<file path="config.mk">
export PLATFORM = sky130hd
export DESIGN_NAME = alram_scan_reader
export DESIGN_NICKNAME = d
export VERILOG_FILES = /design/src/rtl/alram_scan_reader.sv
export SDC_FILE = /design/constraint.sdc
export NUM_CORES = 1
export LEC_CHECK = 0
export BUFFER_PORTS_ARGS = -buffer_cell sky130_fd_sc_hd__buf_4
export CAP_MARGIN = 5
export CELL_PAD_IN_SITES_DETAIL_PLACEMENT = 1
export CELL_PAD_IN_SITES_GLOBAL_PLACEMENT = 2
export CORE_ASPECT_RATIO = 1.4
export CORE_UTILIZATION = 38
export CTS_CLUSTER_DIAMETER = 150
export DETAILED_ROUTE_END_ITERATION = 12
export GPL_ROUTABILITY_DRIVEN = 0
export PLACE_DENSITY_LB_ADDON = 0.05
export SYNTH_ARGS = -nofsm -noshare
export SYNTH_HDL_FRONTEND = slang
export SYNTH_SLANG_ARGS = --single-unit
</file>
<file path="constraint.sdc">
create_clock -name clk -period 9.62 [get_ports clk]
set_input_delay 2.405 -clock clk [delete_from_list [all_inputs] [get_ports clk]]
set_output_delay 2.405 -clock clk [all_outputs]
set_load 0.005 [all_outputs]
</file>
<file path="src/rtl/alram_scan_reader.sv">
// alram_scan_reader: sweeps a wrap-around address range on the alram1x read port.
// Define ALRAM_SCAN_ADDR_TAG_EN to add the dout_addr source-address tag.
module alram_scan_reader #(
    parameter int WID    = 10,
    parameter int AWID   = 2,
    parameter int RD_LAT = 1
) (
    input  logic            clk,
    input  logic            rst,
    input  logic            start,
    input  logic [AWID-1:0] base,
    input  logic [AWID:0]   count,
    output logic            busy,
    output logic            done,
    output logic [AWID-1:0] ra,
    input  logic [WID-1:0]  rdo,
    output logic [WID-1:0]  dout,
    output logic            dout_valid,
    input  logic            dout_ready,
`ifdef ALRAM_SCAN_ADDR_TAG_EN
    output logic [AWID-1:0] dout_addr,
`endif
    output logic            dout_last
);

    localparam int DEPTH = RD_LAT + 1;
    localparam int CW    = $clog2(DEPTH + 1) + 1;
    localparam int SW    = CW + 1;
    localparam logic [AWID-1:0] ONE_A = 1;
    localparam logic [AWID:0]   ONE_R = 1;

    typedef enum logic [1:0] {IDLE, ISSUE, DRAIN, FIN} state_t;

    state_t            state;
    logic [AWID:0]     rem;
    logic [CW-1:0]     infl;
    logic [CW-1:0]     occ;
    logic [CW-1:0]     wpos;
    logic [SW-1:0]     used;
    logic [RD_LAT-1:0] pv;
    logic [RD_LAT-1:0] pl;
    logic [WID-1:0]    bd [DEPTH];
    logic [WID-1:0]    nd [DEPTH];
    logic [DEPTH-1:0]  bv;
    logic [DEPTH-1:0]  bl;
    logic [DEPTH-1:0]  nv;
    logic [DEPTH-1:0]  nl;
    logic              pop;
    logic              cap;
    logic              issue;
    logic              is_last;
`ifdef ALRAM_SCAN_ADDR_TAG_EN
    logic [AWID-1:0]   pa [RD_LAT];
    logic [AWID-1:0]   ba [DEPTH];
    logic [AWID-1:0]   na [DEPTH];

    assign dout_addr = ba[0];
`endif

    assign dout       = bd[0];
    assign dout_valid = bv[0];
    assign dout_last  = bl[0];

    assign pop     = bv[0] & dout_ready;
    assign cap     = pv[RD_LAT-1];
    assign is_last = (rem == ONE_R);
    assign wpos    = occ - CW'(pop);

    // A word leaving this cycle frees its slot for the address issued now.
    assign used  = SW'(infl) + SW'(occ) - SW'(pop);
    assign issue = (state == ISSUE) && (used < SW'(DEPTH));

    // Buffer head is entry 0; pop shifts down, capture fills the first free slot.
    always_comb begin
        for (int i = 0; i < DEPTH; i++) begin
            nd[i] = bd[i];
`ifdef ALRAM_SCAN_ADDR_TAG_EN
            na[i] = ba[i];
`endif
        end
        nv = bv;
        nl = bl;
        if (pop) begin
            for (int i = 0; i < DEPTH - 1; i++) begin
                nd[i] = bd[i+1];
`ifdef ALRAM_SCAN_ADDR_TAG_EN
                na[i] = ba[i+1];
`endif
            end
            nd[DEPTH-1] = '0;
`ifdef ALRAM_SCAN_ADDR_TAG_EN
            na[DEPTH-1] = '0;
`endif
            nv = bv >> 1;
            nl = bl >> 1;
        end
        if (cap) begin
            for (int i = 0; i < DEPTH; i++) begin
                if (CW'(i) == wpos) begin
                    nd[i] = rdo;
                    nv[i] = 1'b1;
                    nl[i] = pl[RD_LAT-1];
`ifdef ALRAM_SCAN_ADDR_TAG_EN
                    na[i] = pa[RD_LAT-1];
`endif
                end
            end
        end
    end

    always_ff @(posedge clk or posedge rst) begin
        if (rst) begin
            pv   <= '0;
            pl   <= '0;
            bv   <= '0;
            bl   <= '0;
            infl <= '0;
            occ  <= '0;
            for (int i = 0; i < DEPTH; i++) begin
                bd[i] <= '0;
`ifdef ALRAM_SCAN_ADDR_TAG_EN
                ba[i] <= '0;
`endif
            end
`ifdef ALRAM_SCAN_ADDR_TAG_EN
            for (int i = 0; i < RD_LAT; i++) begin
                pa[i] <= '0;
            end
`endif
        end else begin
            pv[0] <= issue;
            pl[0] <= issue && is_last;
`ifdef ALRAM_SCAN_ADDR_TAG_EN
            pa[0] <= ra;
`endif
            for (int i = 1; i < RD_LAT; i++) begin
                pv[i] <= pv[i-1];
                pl[i] <= pl[i-1];
`ifdef ALRAM_SCAN_ADDR_TAG_EN
                pa[i] <= pa[i-1];
`endif
            end
            bv <= nv;
            bl <= nl;
            for (int i = 0; i < DEPTH; i++) begin
                bd[i] <= nd[i];
`ifdef ALRAM_SCAN_ADDR_TAG_EN
                ba[i] <= na[i];
`endif
            end
            infl <= infl + CW'(issue) - CW'(cap);
            occ  <= occ + CW'(cap) - CW'(pop);
        end
    end

    always_ff @(posedge clk or posedge rst) begin
        if (rst) begin
            state <= IDLE;
            rem   <= '0;
            ra    <= '0;
            busy  <= 1'b0;
            done  <= 1'b0;
        end else begin
            done <= 1'b0;
            unique case (state)
                IDLE: begin
                    if (start) begin
                        busy <= 1'b1;
                        if (count != '0) begin
                            ra    <= base;
                            rem   <= count;
                            state <= ISSUE;
                        end else begin
                            state <= FIN;
                        end
                    end
                end
                ISSUE: begin
                    if (issue) begin
                        ra  <= ra + ONE_A;
                        rem <= rem - ONE_R;
                        if (is_last) begin
                            state <= DRAIN;
                        end
                    end
                end
                DRAIN: begin
                    if (infl == '0 && occ == '0) begin
                        state <= FIN;
                    end
                end
                FIN: begin
                    done  <= 1'b1;
                    busy  <= 1'b0;
                    state <= IDLE;
                end
                default: state <= IDLE;
            endcase
        end
    end

endmodule
</file>
* Word level (Yosys, flattened, before mapping) *
Cells that the tools add are included.

storage, ports and cells
  bits in read-only memories = 0
  output and inout port bits = 16
  input port bits = 19
  bits in writable memories = 0
  flip-flop bits (word level) = 41
  memories kept = 0
  word-level logic and storage cells = 76
  latch bits = 0

cells by class
  order comparisons = 1
  add/subtract/negate cells = 9
  divide/modulo/power cells = 0
  reductions and logical operators = 13
  mux-type cells = 29
  shifts and indexed selects = 0
  bitwise gates (word level) = 1
  $mul = 0
  eq/ne operators = 10

operators by type and width
  cell                   count
  $mux W20               2
  $mux W2                12
  $mux W10               2
  $ne A2 B2 Y1 const B   5
  $logic_not A3 Y1       3
  $mux W3                3
  $sub A3 B1 Y3          3
  $pmux W2 S4            1
  $reduce_and A4 Y1      2
  $add A3 B1 Y3          2
  $mux W1                6
  $pmux W3 S2            1
  $add A3 B3 Y4          1
  $eq A2 B2 Y1 const B   2
  $lt A4 B2 Y1 const B   1
  $pmux W2 S2            1
  $reduce_bool A2 Y1     2
  $sub A4 B1 Y4          1
  $eq A1 B3 Y1 const A   1
  $eq A3 B1 Y1 const B   1
  $logic_and A1 B1 Y1    3
  $reduce_bool A3 Y1     1
  $sub A3 B1 Y3 const B  1
  $add A2 B1 Y2 const B  1
  5 further kinds        5

* Logic depth before layout (Yosys ltp) *
Gate-level depths: netlist of the first run.

  depth in word-level cells = 6
  mapped depth = 16
  mapped depth without buffers = 16

* Worst setup path before layout of the first run *
No wires, ideal clock.

  path kind = input -> register
  from = input port dout_ready
  to = register infl[2]
  arrival time = 5306 ps
  cell stages on the path = 16
  library setup time = 123 ps
  path slack = 4191 ps
  required time = 9497 ps
  cells stage by stage = and3b_1 > or2_1 > nand2_1 > fa_1 > xor2_1 > and2_2 > or2b_2 > mux2i_4 > nand2_1 > ha_1 > inv_1 > ha_1 > inv_1 > fa_1 > xnor2_1 > xnor2_1

on the way
  cells in the longest elaborated chain, start to end = 6

RTL lines
  element               RTL line  source
  start, declared       19        input logic dout_ready,
  $and A1 B1 Y1         64        assign pop = bv[0] & dout_ready;
  $sub A4 B1 Y4         70        assign used = SW'(infl) + SW'(occ) - SW'(pop);
  $lt A4 B2 Y1          71        assign issue = (state == ISSUE) && (used < SW'(DEPTH));
  $logic_and A1 B1 Y1   71
  $add A3 B1 Y3         151       infl <= infl + CW'(issue) - CW'(cap);
  $sub A3 B1 Y3         151
  end signal, assigned  151
  end, declared         36        logic [CW-1:0] infl;

No other way between the ends.
A chain may end at the register's enable or synchronous reset.

* Worst setup path after layout of the first run *
Ends and elaborated chain as after synthesis.

==> metrics.md, run 1 <==
| Metric | Value |
|---|---|
| N_diodes | 0 |
| Internal power | 364 uW |
| Combinational power share | about 28% |
| Count leader, synth | nand2_1 |
| Post-CTS sizing | 0 |
| Full die area | 6410 um2 |
| Slowest CP cell | fa_1 |
| Leakage | 0.00141 uW |
| FF-to-FF Start | occ[0]$_DFF_PP0_ |
| First-pass GRT wire length | 7910 um |
| Setup bufs post-CTS | 0 |
| Count of cell types in the netlist | between 40 and 50 |
| Worst-margin pin slew | 0.590 ns |
| Synth async-reset ratio | between 90% and 100% |
| CTS max path bufs | 2 |
| Pwr per Cell Area | 192 nW/um2 |
| RSZ-0062 raised after global routing | no |
| Worst Hold End | bv[1]$_DFF_PP0_ |
| Later-pin clock latency in the skew report | 0.30 ns |
| Antenna-violating nets left | 0 |
| Layout cell share with drive strength beyond 1 | 20.8% |
| FMAX | roughly 180 MHz |
| Die Y | 94.3 um |
| Ranking of synthesized cells by area | dfrtp_1 (44%), ha_1 (7.6%), nand2_1 (6.8%) |
| Critical Path Start Type | input port |
| Yosys reg bits | 41 |
| Sequential share of power | 40.0% |
| Worst VDD drop | 0.107 mV |
| Max-cap violations | 0 |
| Worst reg-to-reg setup slack | 5.78 ns |
| Final net count | 300 |
| CTS tree | yes |
| Cell taking the most area after synthesis | dfrtp_1 |
| Vias in the first global route | 1,701 |
| Final HPWL from detailed placement | 3460 um |
| Final hold vios | 0 |
| Ys flop type | dfrtp_1 |
| Starting Density | 39.5% |
| Clock sink count | 41 |
| Final Cell Area | 2710 um2 |
| Worst Hold Class | flop to flop |
| Synth warn | 0 |
| Drt total wl | around 4600 um |
| Register area share after synthesis | 44.3% |
| Area post-placement | 2580 um2 |
| Setup Skew | 0.00809 ns |
| Initial DRC count | 54 |
| Syn_nets | ~270 |
| Port buffer count | 34 |
| Crit path required time | approximately 9.8 ns |
| Nature of the critical path endpoint | flop |
| Synth Area per Inst | 9.76 um2 |
| Overflow after GRT | 0 |
| Setup WS pre-CTS | approximately 3.8 ns |
| Worst r2r dst | infl[2]$_DFF_PP0_ |
| Crit path max fanout | 9 |
| Largest net degree at the start of global routing | 42 |
| DRC violations left | 0 |
| Final worst slack | 4.10 ns |
| Fin. max-slew vios | 0 |
| Top cell type's share of synthesized area | 44.3% |
| Cells on worst reg2reg path | 16 |
| Critical-path cell list | buf_4 > and3b_1 > or2_1 > nand2_1 > fa_1 > xor2_1 > and2_2 > or2b_2 > mux2i_4 > nand2_1 > ha_1 > inv_1 > ha_1 > inv_1 > fa_1 > xnor2_1 > xnor2_1 |
| CORE AREA | roughly 5900 um2 |
| Crit path max-delay family | adder cells |
| Final Setup Violations | 0 |
| I/O Pins | 35 |
| Hold depth | 1 |
| Commonest cells post-synth | nand2_1 (42), dfrtp_1 (41), inv_1 (24) |
| Min Tclk post-route | 5.52 ns |
| Initial antenna violation count | 0 |
| Root Buffer | clkbuf_8 |
| Tcrit/Tclk final | 57.4% |
| Gate Count Post-Synth | 237 |
| Setup TNS | 0 ns |
| Max transition margin | 60.4% |
| CP max stage delay | 0.39 ns |
| Buf/Inv on CP | 3 |
| Cts bufs inserted | 5 |
| Status | complete, no violations |
| CTS Hold Bufs | 0 |
| H-tree levels | 2 |
| Synthesized area | 2310 um2 |
| Clk pwr share | 31.5% |
| Switch share | between 30% and 40% |
| Total number of vias | 1,674 |
| Switching pwr | 158 uW |
| Die width | 67.9 um |
| Total GRT Usage | 16.4% |
| Critical path arrival | ~5.7 ns |
| Area Overhead vs Synth | 17.3% |
| EDFF count, synth | 0 |
| Clk pin slew, worst setup/hold paths | 0.08 ns |
| Avg WL per Cell | 13.8 um |
| Worst setup path class | input port to flop |
| DRT Pass-1 Iters | 4 |
| # rows | 33 |
| Worst Min Path Start | bv[1]$_DFF_PP0_ |
| Vias per cell | 5.00 |
## cell usage in the layout (no fill, tap or decap), drive strengths merged, types with 3 or more instances in the layout
master  instances
buf            38
a21oi           3
mux2i          16
o22a            3
nor2            6
nand2          42
fa              3
clkbuf          5
xnor2           6
dfrtp          41
inv            24
o21ai          25
ha             14
nand3           5
## layout make-up
type / instances / area, um2
fillers: 674 / 3150
multi-input cells: 154 / 1090
flip-flops and latches: 41 / 1030
repair buffers: 38 / 285
inverters: 24 / 90.1
well taps: 70 / 87.6
clock buffers: 5 / 68.8
clock inverters: 3 / 65.1
## registers in the layout, summed over array words and instances, names as in the netlist, 2 cells and up
signal,count
bd,10
bl,2
bv,2
dout,10
infl,3
occ,3
ra,2
rem,3
state,2
## per-layer routing
metal | vias up | wire, um | share of wire (%) | GRT usage [%]
met1 | 811 | 2080 | 45 | 20.4
met4 | 0 | 55 | 1.2 | 5.21
met5 | - | 0 | 0 | 0
met3 | 5 | 125 | 2.7 | 3.28
li1 | 835 | - | - | -
met2 | 23 | 2370 | 51 | 27.9
## power groups by stage
| stage | logic (uW) | clock network (uW) | registers [uW] |
|---|---|---|---|
| global route | 168 | 176 | 212 |
| global placement | 150 | 0 | 212 |
| detailed placement | 151 | 0 | 212 |
| floorplan | 106 | 0 | 209 |
| finish | 149 | 164 | 208 |
| CTS | 152 | 171 | 209 |
## metrics by stage
stage          cells  hold slack (ns)  power (uW)  util (%)
2_1_floorplan    237            0.444         315         -
3_3_place_gp     327            0.468         362      44.0
3_5_place_dp     327            0.465         363      44.0
4_1_cts          335            0.485         531      46.3
5_1_grt          335            0.494         556      46.3
6_report         335            0.480         522      46.3
## how the worst max path moves through the flow
| stage | slack [ns] | end | cells after the start | start |
|---|---|---|---|---|
| floorplan | 4.19 | infl[2]$_DFF_PP0_ | 16 | dout_ready |
| global placement | 3.89 | infl[2]$_DFF_PP0_ | 17 | dout_ready |
| detailed placement | 3.81 | infl[2]$_DFF_PP0_ | 17 | dout_ready |
| CTS | 4.09 | infl[2]$_DFF_PP0_ | 17 | dout_ready |
| global route | 3.80 | infl[2]$_DFF_PP0_ | 17 | dout_ready |
| finish | 4.10 | infl[2]$_DFF_PP0_ | 17 | dout_ready |
## logic make-up (layout without fill, tap and decap cells)
| group | after synthesis | count (layout) | share of synthesized area, % |
|---|---|---|---|
| simple gates | 70 | 70 | 14.6 |
| compound gates | 44 | 44 | 12.3 |
| buf+inv | 42 | 70 | 8.49 |
| flops | 41 | 41 | 44.3 |
| fa+ha+maj | 17 | 17 | 10.2 |
| mux | 16 | 16 | 7.46 |
| xor+xnor | 7 | 7 | 2.65 |
Power figures use the tool's default switching activity.
==> run 2, diff against run 1 <==
--- a/config.mk
+++ b/config.mk
@@ -10,7 +10,7 @@
 export CELL_PAD_IN_SITES_DETAIL_PLACEMENT = 1
 export CELL_PAD_IN_SITES_GLOBAL_PLACEMENT = 2
 export CORE_ASPECT_RATIO = 1.4
-export CORE_UTILIZATION = 38
+export CORE_UTILIZATION = 35
 export CTS_CLUSTER_DIAMETER = 150
 export DETAILED_ROUTE_END_ITERATION = 12
 export GPL_ROUTABILITY_DRIVEN = 0
==> constraint.sdc (replaced) <==
create_clock -name clk -period 5.35 [get_ports clk]
set_input_delay 1.3375 -clock clk [delete_from_list [all_inputs] [get_ports clk]]
set_output_delay 1.3375 -clock clk [all_outputs]
set_load 0.005 [all_outputs]
==> run 2 against run 1 <==
Net effect: the run now ends with DRC left; hold slack improved by 0.00088 ns; critical path depth stayed put; clock skew down 0.0035 ns; combinational power increased by 79%; sequential share of layout area up 0.16 points; largest power group unchanged.
==> metrics.md, run 2 (synthesized netlist as in run 1, its figures left out) <==
| Metric | Value |
|---|---|
| Port buffer count | 34 |
| DRT Pass-1 Iters | 8 |
| Tcrit/Tclk final | 82.5% |
| CORE AREA | 6300 um2 |
| Nature of the critical path endpoint | flop |
| Initial DRC count | 45 |
| CTS tree | yes |
| Total chip power | 906 uW |
| Leakage | 0.00140 uW |
| Fill count | a little over 700 |
| Clock sink count | 41 |
| Vias in the first global route | 1,709 |
| FMAX | 227 MHz |
| Setup Skew | 0.00461 ns |
| Final HPWL from detailed placement | about 3400 um |
| Later-pin clock latency in the skew report | 0.29 ns |
| Root Buffer | clkbuf_8 |
| Largest net degree at the start of global routing | 42 |
| Critical Path Start Type | input port |
| H-tree levels | 2 |
| Worst-margin pin slew | 0.605 ns |
| RSZ-0062 raised after global routing | no |
| Overflow after GRT | 0 |
| Setup TNS | 0 ns |
| Die width | 70.7 um |
| I/O Pins | 35 |
| Max transition margin | 59.3% |
| Cts bufs inserted | 5 |
| Setup bufs post-CTS | 0 |
| Starting Density | 36.7% |
| Avg WL per Cell | ~14 um |
| Antenna-violating nets left | 0 |
| Vias per cell | 4.99 |
| # rows | 34 |
| Worst VDD drop | 0.169 mV |
| Most frequent cells in the layout | nand2_1 (42), dfrtp_1 (41), buf_4 (38) |
| Layout cell share with drive strength beyond 1 | roughly a fifth |
| Final hold vios | 0 |
| Crit path required time | 5.57 ns |
| Critical path arrival | around 4.6 ns |
| Drt total wl | 4680 um |
| Full die area | between 6000 and 7000 um2 |
| N_diodes | 0 |
| Max-cap violations | 0 |
| Failing checks | DRC |
| Post-CTS sizing | 0 |
| Final net count | 300 |
| Final Non-Filler Cells | 337 |
| Pwr per Cell Area | 335 nW/um2 |
| CTS Hold Bufs | 0 |
| Die Y | 98.2 um |
| Status | finished, violations left |
| DRC violations left | 7 |
| Final Setup Violations | 0 |
| Total number of vias | roughly 1,700 |
| Crit path max fanout | 9 |
| CTS max path bufs | 2 |
| Min Tclk post-route | 4.41 ns |
| Clk pin slew, worst setup/hold paths | ~0.09 ns |
| Initial antenna violation count | 0 |
| Area Overhead vs Synth | 16.8% |
| Total GRT Usage | between 15 and 20% |
| Worst Hold Class | flop to flop |
| Fin. max-slew vios | 0 |
| First-pass GRT wire length | about 8200 um |
| # placed instances | 329 |
| Commonest non-fill, non-tap cell in the layout | nand2_1 |
| Worst setup path class | input port to flop |
run 2: cell types whose count changed in the layout (fill, tap and decap cells not counted):
cell / before / now
clkbuf_8: 5 / 6
clkinv_2: 1 / 0
clkinvlp_4: 0 / 1
bufinv_16: 2 / 1
run 2: worst paths after layout:
kind | startpoint | to | slack (ns) | cells past startpoint
setup / recovery | dout_ready | infl[2]$_DFF_PP0_ | 0.94 | 17
hold / removal | pl$_DFF_PP0_ | bl[0]$_DFF_PP0_ | 0.48 | 2
setup reg to reg | occ[0]$_DFF_PP0_ | infl[2]$_DFF_PP0_ | 1.54 | 16
hold reg to reg | pl$_DFF_PP0_ | bl[0]$_DFF_PP0_ | 0.48 | 2
max in group asynchronous | rst | bd[1]$_DFF_PP0_ | 3.79 | 3
min in group asynchronous | rst | bv[0]$_DFF_PP0_ | 1.18 | 3
run 2: per-stage QoR:
| stage | setup slack (ns) | instance area (um2) | hold WS (ns) | util [%] |
|---|---|---|---|---|
| 2_1_floorplan | 0.989 | 2310 | 0.444 | - |
| 3_3_place_gp | 0.676 | 2580 | 0.466 | 41.0 |
| 3_5_place_dp | 0.613 | 2580 | 0.476 | 41.0 |
| 4_1_cts | 0.907 | 2700 | 0.497 | 42.9 |
| 5_1_grt | 0.633 | 2700 | 0.522 | 42.9 |
| 6_report | 0.939 | 2700 | 0.481 | 42.9 |
run 2: cell type report:
| class | count | area (um2) | area share (%) |
|---|---|---|---|
| Multi-Input combinational cell | 154 | 1090 | 40.4 |
| Tap cell | 72 | 90.1 | 3.33 |
| Timing Repair Buffer | 38 | 285 | 10.6 |
| Clock buffer | 6 | 82.6 | 3.06 |
| Clock inverter | 2 | 37.5 | 1.39 |
| Inverter | 24 | 90.1 | 3.33 |
| Sequential cell | 41 | 1030 | 38.0 |
run 2: report_power, final:
group          leakage (uW)  internal [uW]  total (uW)  switching, uW
sequential         0.000549            345         373           28.9
clock             0.0000574            152         267            115
combinational      0.000788            124         266            142
run 2: critical path: stages:
cell and delay [ns]:
buf_4 0.10, and3b_1 0.27, or2_1 0.19, nand2_1 0.08, fa_1 0.38, xor2_1 0.15, and2_2 0.16, or2b_2 0.32
mux2i_4 0.29, nand2_1 0.15, ha_1 0.30, inv_1 0.05, ha_1 0.12, inv_1 0.04, fa_1 0.37, xnor2_1 0.19
xnor2_1 0.14
run 2: metal layers:
metal	wire length (um)	track usage, %	share of wire [%]	vias to the layer above
met5	0	0	0	-
met4	76	5.69	1.6	0
met3	144	2.99	3.1	7
met2	2440	26.8	52	26
met1	2020	18.0	43	813
li1	-	-	-	834
==> run 3, diff against run 2 <==
==> constraint.sdc (replaced) <==
create_clock -name clk -period 4.3 [get_ports clk]
set_input_delay 1.075 -clock clk [delete_from_list [all_inputs] [get_ports clk]]
set_output_delay 1.075 -clock clk [all_outputs]
set_load 0.005 [all_outputs]
==> run 3 against run 2 <==
Net effect: die area stayed put; critical path depth unchanged; clock power grew 24%; largest power group unchanged; sequential share of layout area is 0.31 points lower; cell area up 0.83%; sequential power grew 25%; critical path type unchanged; the run still ends with DRC left; setup slack got worse by 0.56 ns; clock-buffer cell count unchanged; non-clock buffer count is 3 higher; core utilization rose by 0.36 points; global-route usage increased by 0.61 points; combinational power up 25%.
==> metrics.md, run 3 (synthesized netlist as in run 1, its figures left out) <==
| Metric | Value |
|---|---|
| # rows | 34 |
| Avg WL per Cell | 14.3 um |
| Final Cell Area | 2730 um2 |
| Die width | 70.7 um |
| CTS tree | yes |
| Met2 wire len | 2570 um |
| Layout cell share with drive strength beyond 1 | 21.6% |
| Final HPWL from detailed placement | 3550 um |
| Failing checks | DRC |
| Area post-placement | between 2000 and 3000 um2 |
| CTS Hold Bufs | 0 |
| RSZ-0062 raised after global routing | no |
| CORE AREA | 6300 um2 |
| Worst setup path class | input port to flop |
| Top Metal Used | met4 |
| Clock sink count | 41 |
| DRT Pass-1 Iters | 8 |
| Leakage | about 0.0014 uW |
| Hold_ws | 0.494 ns |
| Total number of vias | ~1,700 |
| Setup Skew | 0.00357 ns |
| Later-pin clock latency in the skew report | 0.29 ns |
| Worst VDD drop | about 0.21 mV |
| DRT met1 WL | 2060 um |
| Initial DRC count | 65 |
| Setup bufs post-CTS | 0 |
| Status | finished, violations left |
| Switching pwr | 357 uW |
| Combinational power share | 29.5% |
| Critical-path cell list | buf_4 > a21boi_0 > or2_1 > nand2_1 > fa_1 > xor2_1 > and2_2 > or2b_2 > mux2i_4 > nand2_1 > ha_1 > inv_1 > ha_1 > inv_1 > fa_1 > xnor2_1 > xnor2_1 |
| Clk pwr share | 29.4% |
| Fin. max-slew vios | 0 |
| Slowest CP cell | fa_1 |
| Worst Hold Class | flop to flop |
| Root Buffer | clkbuf_8 |
| Port buffer count | 34 |
| Clk pin slew, worst setup/hold paths | 0.08 ns |
| Tcrit/Tclk final | 91.3% |
| Max transition margin | 63.8% |
| H-tree levels | 2 |
| CTS max path bufs | 2 |
| Full die area | 6940 um2 |
| Area Overhead vs Synth | 17.8% |
| Sequential share of power | 41.2% |
| Post-CTS sizing | 0 |
| DRC violations left | 6 |
| WL met3 | 159 um |
| Initial antenna violation count | 0 |
| Final net count | 303 |
| Pwr per Cell Area | 414 nW/um2 |
| Max-cap violations | 0 |
| Cts bufs inserted | 5 |
| Starting Density | between 30% and 40% |
| Commonest non-fill, non-tap cell in the layout | nand2_1 |
| Switch share | 31.6% |
| Overflow after GRT | 0 |
| Crit path max fanout | 4 |
| Die Y | around 98 um |
| Most frequent cells in the layout | nand2_1 (42), dfrtp_1 (41), buf_4 (41) |
| Setup TNS | 0 ns |
| Internal power | 772 uW |
| Vias in the first global route | roughly 1,900 |
| Total GRT Usage | 15.8% |
| Final Setup Violations | 0 |
| N_diodes | 0 |
| FMAX | between 200 and 300 MHz |
| Final hold vios | 0 |
| Min Tclk post-route | 3.92 ns |
| Vias per cell | 5.02 |
| Largest net degree at the start of global routing | 42 |
| Worst-margin pin slew | approximately 0.54 ns |
| First-pass GRT wire length | about 8600 um |
| Crit path required time | 4.48 ns |
| Drt total wl | 4860 um |
| Critical Path Start Type | input port |
| Antenna-violating nets left | 0 |
| I/O Pins | 35 |
| Critical path arrival | 4.11 ns |
| Nature of the critical path endpoint | flop |
| CP max stage delay | 0.38 ns |
[run 3: metal layers]
metal / global-route usage (%) / vias to the layer above
li1: - / 839
met1: 18.0 / 836
met2: 29.1 / 26
met3: 3.10 / 7
met4: 5.08 / 0
met5: 0 / -
[run 3: metrics by stage]
stage / setup WS [ns] / utilization, % / total power (uW) / instances
finish: 0.376 / 43.3 / 1130 / 340
global route: 0.153 / 43.3 / 1210 / 340
CTS: 0.360 / 43.3 / 1160 / 340
detailed placement: 0.0402 / 41.4 / 813 / 332
global placement: 0.141 / 41.4 / 812 / 332
floorplan: 0.201 / - / 704 / 237
[run 3: area by class of cell]
type,count,area [um2]
clock buffers,6,82.6
clock inverters,2,37.5
fillers,743,3570
inverters,24,90.1
multi-input cells,154,1090
flip-flops and latches,41,1030
well taps,72,90.1
repair buffers,41,308
[run 3: power by group through the flow]
stage | registers, uW | clock network (uW) | logic [uW]
after floorplan | 467 | 0 | 238
after global placement | 473 | 0 | 339
after detailed placement | 473 | 0 | 340
after CTS | 466 | 348 | 343
after global routing | 472 | 360 | 380
final | 465 | 331 | 333
[run 3: final timing paths]
path	start	to	slack [ns]	cells after the start
max in group asynchronous	rst	dout[2]$_DFF_PP0_	3.02	3
hold reg to reg	pl$_DFF_PP0_	bl[0]$_DFF_PP0_	0.49	2
setup / recovery	dout_ready	infl[2]$_DFF_PP0_	0.38	17
setup reg to reg	infl[1]$_DFF_PP0_	infl[2]$_DFF_PP0_	0.75	15
hold / removal	pl$_DFF_PP0_	bl[0]$_DFF_PP0_	0.49	2
min in group asynchronous	rst	dout[8]$_DFF_PP0_	0.91	3
[run 3: worst max-delay path: cells and delay by family]
| family | cells | cell delay (ns) |
|---|---|---|
| xor+xnor | 3 | 0.46 |
| simple gates | 5 | 0.84 |
| fa+ha+maj | 4 | 1.17 |
| buf+inv | 3 | 0.22 |
| compound gates | 1 | 0.20 |
| mux | 1 | 0.15 |
